<file path="src/rtl/wptr_full_ctrl.sv">
// Write-domain pointer and full/level/overflow controller for an asynchronous FIFO.
// Publishes a Gray write pointer and derives status from the synchronized Gray read pointer.
module wptr_full_ctrl #(
  parameter int ASIZE     = 4,
  parameter int AF_THRESH = 12
) (
  input  logic             wclk,
  input  logic             wrst,
  input  logic             winc,
  input  logic [ASIZE:0]   wq2_rptr,
  input  logic             wovf_clr,
  output logic             wen,
  output logic [ASIZE-1:0] waddr,
  output logic [ASIZE:0]   wptr,
  output logic             wfull,
  output logic             walmost_full,
  output logic [ASIZE:0]   wlevel,
  output logic             woverflow,
  output logic [7:0]       wovf_cnt
);

  localparam logic [ASIZE:0] AF_LVL = (ASIZE+1)'(AF_THRESH);

  logic [ASIZE:0] wbin;
  logic [ASIZE:0] rbin_s;
  logic [ASIZE:0] wbin_next;
  logic [ASIZE:0] wgray_next;
  logic [ASIZE:0] level_next;
  logic           full_val;
  logic           reject;

  function automatic logic [ASIZE:0] gray2bin(input logic [ASIZE:0] g);
    logic [ASIZE:0] b;
    b[ASIZE] = g[ASIZE];
    for (int i = ASIZE - 1; i >= 0; i--) begin
      b[i] = b[i+1] ^ g[i];
    end
    return b;
  endfunction

  function automatic logic [7:0] sat_inc(input logic [7:0] c);
    return (c == 8'hFF) ? c : c + 8'd1;
  endfunction

  assign wen    = winc & ~wfull;
  assign waddr  = wbin[ASIZE-1:0];
  assign reject = winc & wfull;

  // Full when the next write pointer equals the read pointer with the two MSBs inverted
  always_comb begin
    rbin_s     = gray2bin(wq2_rptr);
    wbin_next  = wbin + (ASIZE+1)'(wen);
    wgray_next = (wbin_next >> 1) ^ wbin_next;
    level_next = wbin_next - rbin_s;
    full_val   = (wgray_next == {~wq2_rptr[ASIZE:ASIZE-1], wq2_rptr[ASIZE-2:0]});
  end

  always_ff @(posedge wclk or posedge wrst) begin
    if (wrst) begin
      wbin         <= '0;
      wptr         <= '0;
      wfull        <= 1'b0;
      walmost_full <= 1'b0;
      wlevel       <= '0;
    end else begin
      wbin         <= wbin_next;
      wptr         <= wgray_next;
      wfull        <= full_val;
      walmost_full <= (level_next >= AF_LVL);
      wlevel       <= level_next;
    end
  end

  // A reject on the same edge as a clear takes priority
  always_ff @(posedge wclk or posedge wrst) begin
    if (wrst) begin
      woverflow <= 1'b0;
      wovf_cnt  <= 8'd0;
    end else if (reject) begin
      woverflow <= 1'b1;
      wovf_cnt  <= sat_inc(wovf_cnt);
    end else if (wovf_clr) begin
      woverflow <= 1'b0;
      wovf_cnt  <= 8'd0;
    end
  end

endmodule

</file>
<file path="config.mk">
export PLATFORM = sky130hd
export DESIGN_NAME = wptr_full_ctrl
export DESIGN_NICKNAME = d
export VERILOG_FILES = /design/src/rtl/wptr_full_ctrl.sv
export SDC_FILE = /design/constraint.sdc
export NUM_CORES = 1
export LEC_CHECK = 0
export CORE_UTILIZATION = 35
export DETAILED_ROUTE_END_ITERATION = 10
export PLACE_DENSITY = 0.59
export REMOVE_ABC_BUFFERS = 1
export SLEW_MARGIN = 25
export SYNTH_ARGS = -nofsm -noshare
export SYNTH_HDL_FRONTEND = slang
export SYNTH_SLANG_ARGS = --single-unit
</file>
<file path="constraint.sdc">
create_clock -name wclk -period 4.3 [get_ports wclk]
set_clock_uncertainty 0.15 [all_clocks]
set_input_delay 0.43 -clock wclk [delete_from_list [all_inputs] [get_ports wclk]]
set_output_delay 0.43 -clock wclk [all_outputs]
set_load 0.02 [all_outputs]
</file>
# == After elaboration in Yosys (flattened, before gate mapping) ==
# Cells that the tools add are included.
# totals
register_bits,26
elab_cells,30
inputBits,9
# op_classes
n_mux,5
addsub,3
n_lt_le_gt_ge,1
reduce_logical,2
n_eq_ne,3
n_bitwise,9
# op_table
cell,count
8-bit two-way mux,3
"8-bit by 1-bit adder with 8-bit output, second input constant",1
"8-bit == test, second input constant",1
5-bit by 1-bit adder with 5-bit output,1
5-bit == test,1
"5-bit by 4-bit >= comparator with 1-bit output, second input constant",1
5-bit subtractor,1
4-bit by 5-bit XOR with 5-bit output,1
1-bit XOR,4
1-bit AND,2
1-bit two-way mux,2
"2-bit != test, second input constant",1
2-bit inverter,1
2-bit AND reduction,1
2-bit nonzero test,1
1-bit inverter,1

# == Depth between registers and ports, before layout ==
# depth
ltp_word,6
depth_mapped,11
ltp_nobuf,11

# == Worst setup path after synthesis ==
# OpenSTA, ideal clock, no wires.
# synth_timing
kind,register to register
start,reg wfull
end,reg walmost_full
setup_ps,130
path_buffers,0
stages_incl_launch_ff,11
period_less_slack_ps,2790
path_slack_ps,1510
arrival_ps,2509
path_cell_list,dfrtp_1 nor2b_1 ha_1 ha_1 xnor2_1 inv_1 ha_1 a21o_1 a21oi_1 xor2_1 o31ai_1
# synth_between
elab_chain_cells,5
# synth_rtl
element,line,rtl
start: declaration,15,"output logic wfull,"
start signal: assignment,68,wfull <= full_val;
1-bit inverter,45,assign wen = winc & ~wfull;
1-bit AND,45,
via wen,12,"output logic wen,"
5-bit by 1-bit adder with 5-bit output,52,wbin_next = wbin + (ASIZE+1)'(wen);
via wbin_next[2],26,logic [ASIZE:0] wbin_next;
5-bit subtractor,54,level_next = wbin_next - rbin_s;
5-bit by 4-bit >= comparator with 1-bit output,69,walmost_full <= (level_next >= AF_LVL);
end signal: assignment,69,
end: declaration,16,"output logic walmost_full,"
# The timed path passes the listed nets, and every way through them passes these cells.
# A chain may end at the register's enable or synchronous reset.

# == Final worst setup path ==
# layout_timing
start,in wq2_rptr[4]
end,reg walmost_full
# layout_between
elab_chain_cells,6
# layout_rtl
element,line,rtl
start: declaration,10,"input logic [ASIZE:0] wq2_rptr,"
1-bit XOR (4 in a row),36,b[i] = b[i+1] ^ g[i];
5-bit subtractor *,54,
5-bit by 4-bit >= comparator with 1-bit output *,69,
# Every way passes the cells marked *; elsewhere a longest branch is shown, timed or not.

==> results.toml <==
[timing]
slew_headroom = 0.4211
finalMaxSlewViolations = 0
setup_viol = 0
worst_pin_slew_ps = 863.1
hold_ws_ps = 376.7
fin_crit_ps = 3136
fmax_mhz = 318.9
final.setup.worst_slack_ps = 1164
final.setup.tns_ps = 0
hold_viol_final = 0
fin_crit_sh = 0.7293
rsz0062_at_grt = "no"

[global_routing]
grt_pass1_wl_mm = 4.692
overflow = 0
grt_max_degree = 26
grt_pass1_vias = 1071
antenna_found_initial = 0
grtUsageTotal = 0.1433

[drt]
ant_nets = 0
route.detailed.drc = 0
vias = 1054
routedWlPerCell_um = 12.38
vias_per_cell = 4.948
drt_iter0_drc = 78
drt_pass1_iterations = 4
routed_wl_mm = 2.636

[synthesis]
syn_avg_cell_area_um2 = 10.59
ys_warn_count = 0
synth_seq_cells = 25
yosysTopAreaCellShare = 0.4579
synth-main-ff-cell = "dfrtp_1"
netlist_instances = 129
ys_async_sr_fraction = 1.000
synth_top_cell_by_area = "dfrtp_1"
yosysMostFrequentCell = "dfrtp_1"
synth-edff-count = 0
synth_cell_types = 40
ys_seq_area_frac = 0.4579
netlist_area_um2 = 1366
yosys-top-cells-count = "dfrtp_1 (25), inv_1 (15), xnor2_1 (12)"
synthTopCellsByArea = "dfrtp_1 (46%), xnor2_1 (7.7%), ha_1 (6.4%)"

[layout]
drive_gt1_frac = 0.03636
layoutNonFillerInstCount = 213
finish.utilization = 0.4852
n_antenna_cell = 0
nFillCells = 381
synthToLayoutAreaGrowth_pct = 31.96
nets = 183

[clock_tree]
path_clk_slew_ps = 80
cts_resized = 0
worstSkewPairLatency_ps = 260
cts_buffers = 3
cts_root_buf = "clkbuf_8"
cts.sinks = 25
tritoncts = "built"
postCtsSetupRepairBufs = 0
cts_hold_buffers = 0
htree_num_levels = 1
cts_buffer_depth = 2

[floorplan]
initial_core_util = 0.3677
placementRows = 22
die_w_um = 64.48
dieHeight_um = 64.48
coreArea_um2 = 3716
io_pins = 35
die_area_um2 = 4158

[power_and_ir_drop]
power_density_nw_per_um2 = 674.3
peakVddDrop_uv = 310.1
p_leak_nw = 0.7670

[min_path]
hold_class = "reg2reg"

[placed_design]
place.gp.congestion = 0.8139
place_ws_ps = 843.3
port_buffers = 34
dp_hpwl_mm = 2.117
place_inst = 209

[worst_setup_path]
setup.worst_path.start_class = "primary input"
crit_path_end_kind = "flip-flop"
cp.required_ps = 4290
crit_fanout = 4
crit_arrival_ps = 3130
worstSetupPathType = "in2reg"

[status]
status = "finished, final reports clean"

[run]
cap_violations = 0
## where the power goes
part | leakage [nW] | internal [mW] | switching [mW]
clock | 0.0228 | 0.0660 | 0.0660
sequential | 0.314 | 0.325 | 0.0448
combinational | 0.430 | 0.343 | 0.371
total | 0.767 | 0.734 | 0.482
## path summary, 6_finish.rpt
kind                        startpoint            to  slack [ps]  cells after the start
min                          woverflow     woverflow         380                      2
max                        wq2_rptr[4]  walmost_full        1160                     12
max in group asynchronous         wrst       wptr[1]        3200                      2
min in group asynchronous         wrst   wovf_cnt[7]         400                      2
min reg2reg                  woverflow     woverflow         380                      2
max reg2reg                      wfull  walmost_full        1550                     10
## cell families after synthesis
logic type                 synth area share
and+or+nand+nor                      0.1456
AOI/OAI and AO/OA                    0.1035
DFF                                  0.4579
muxes                               0.03022
xor gates and xnor gates             0.1364
adders and majority gates           0.07875
buffers and inverters               0.04761
## metal layers
layer / vias up / wire, um / global-route usage
li1: 515 / - / -
met1: 510 / 1177 / 0.1728
met2: 25 / 1317 / 0.2592
met3: 4 / 119 / 0.02817
met4: 0 / 22 / 0.03611
met5: - / 0 / 0
## through the flow
step                total power [mW]  area (um^2)
CTS                            1.241         1803
global route                   1.324         1803
global placement               1.091         1758
detailed placement             1.100         1758
floorplan                     0.8464         1358
finish                         1.216         1803
## cells in the final DEF, fill, tap and decap left out, drive strengths merged, types with 2 or more instances in the layout
| master | n |
|---|---|
| a21oi | 5 |
| and3 | 2 |
| clkbuf | 4 |
| clkdlybuf4s50 | 34 |
| dfrtp | 25 |
| ha | 7 |
| inv | 14 |
| mux2i | 3 |
| nand2 | 8 |
| nand3 | 5 |
| nand4 | 3 |
| nor2 | 3 |
| nor2b | 2 |
| nor4 | 4 |
| o21ai | 6 |
| xnor2 | 12 |
| xor2 | 4 |
## cell type report
type	count	area, um^2	area share
inverters	15	56.30	0.03123
repair buffers	34	340.3	0.1888
multi-input cells	87	675.6	0.3747
well taps	48	60.06	0.03331
flip-flops and latches	25	625.6	0.3470
clock buffers	4	45.04	0.02498
## registers in the layout, summed over array words and instances (netlist names)
signal and cells:
walmost_full 1, wbin 5, wfull 1, wlevel 5, woverflow 1, wovf_cnt 8
wptr 4
## worst max-delay path, stage by stage
cell	delay, ps
clkdlybuf4s50_1	480
xnor2_1	270
xor2_1	240
xnor2_1	230
xnor2_1	170
ha_1	190
inv_1	60
fa_1	420
a21o_1	170
a21oi_1	170
xor2_1	190
o31ai_1	100
(Power assumes the default switching activity.)
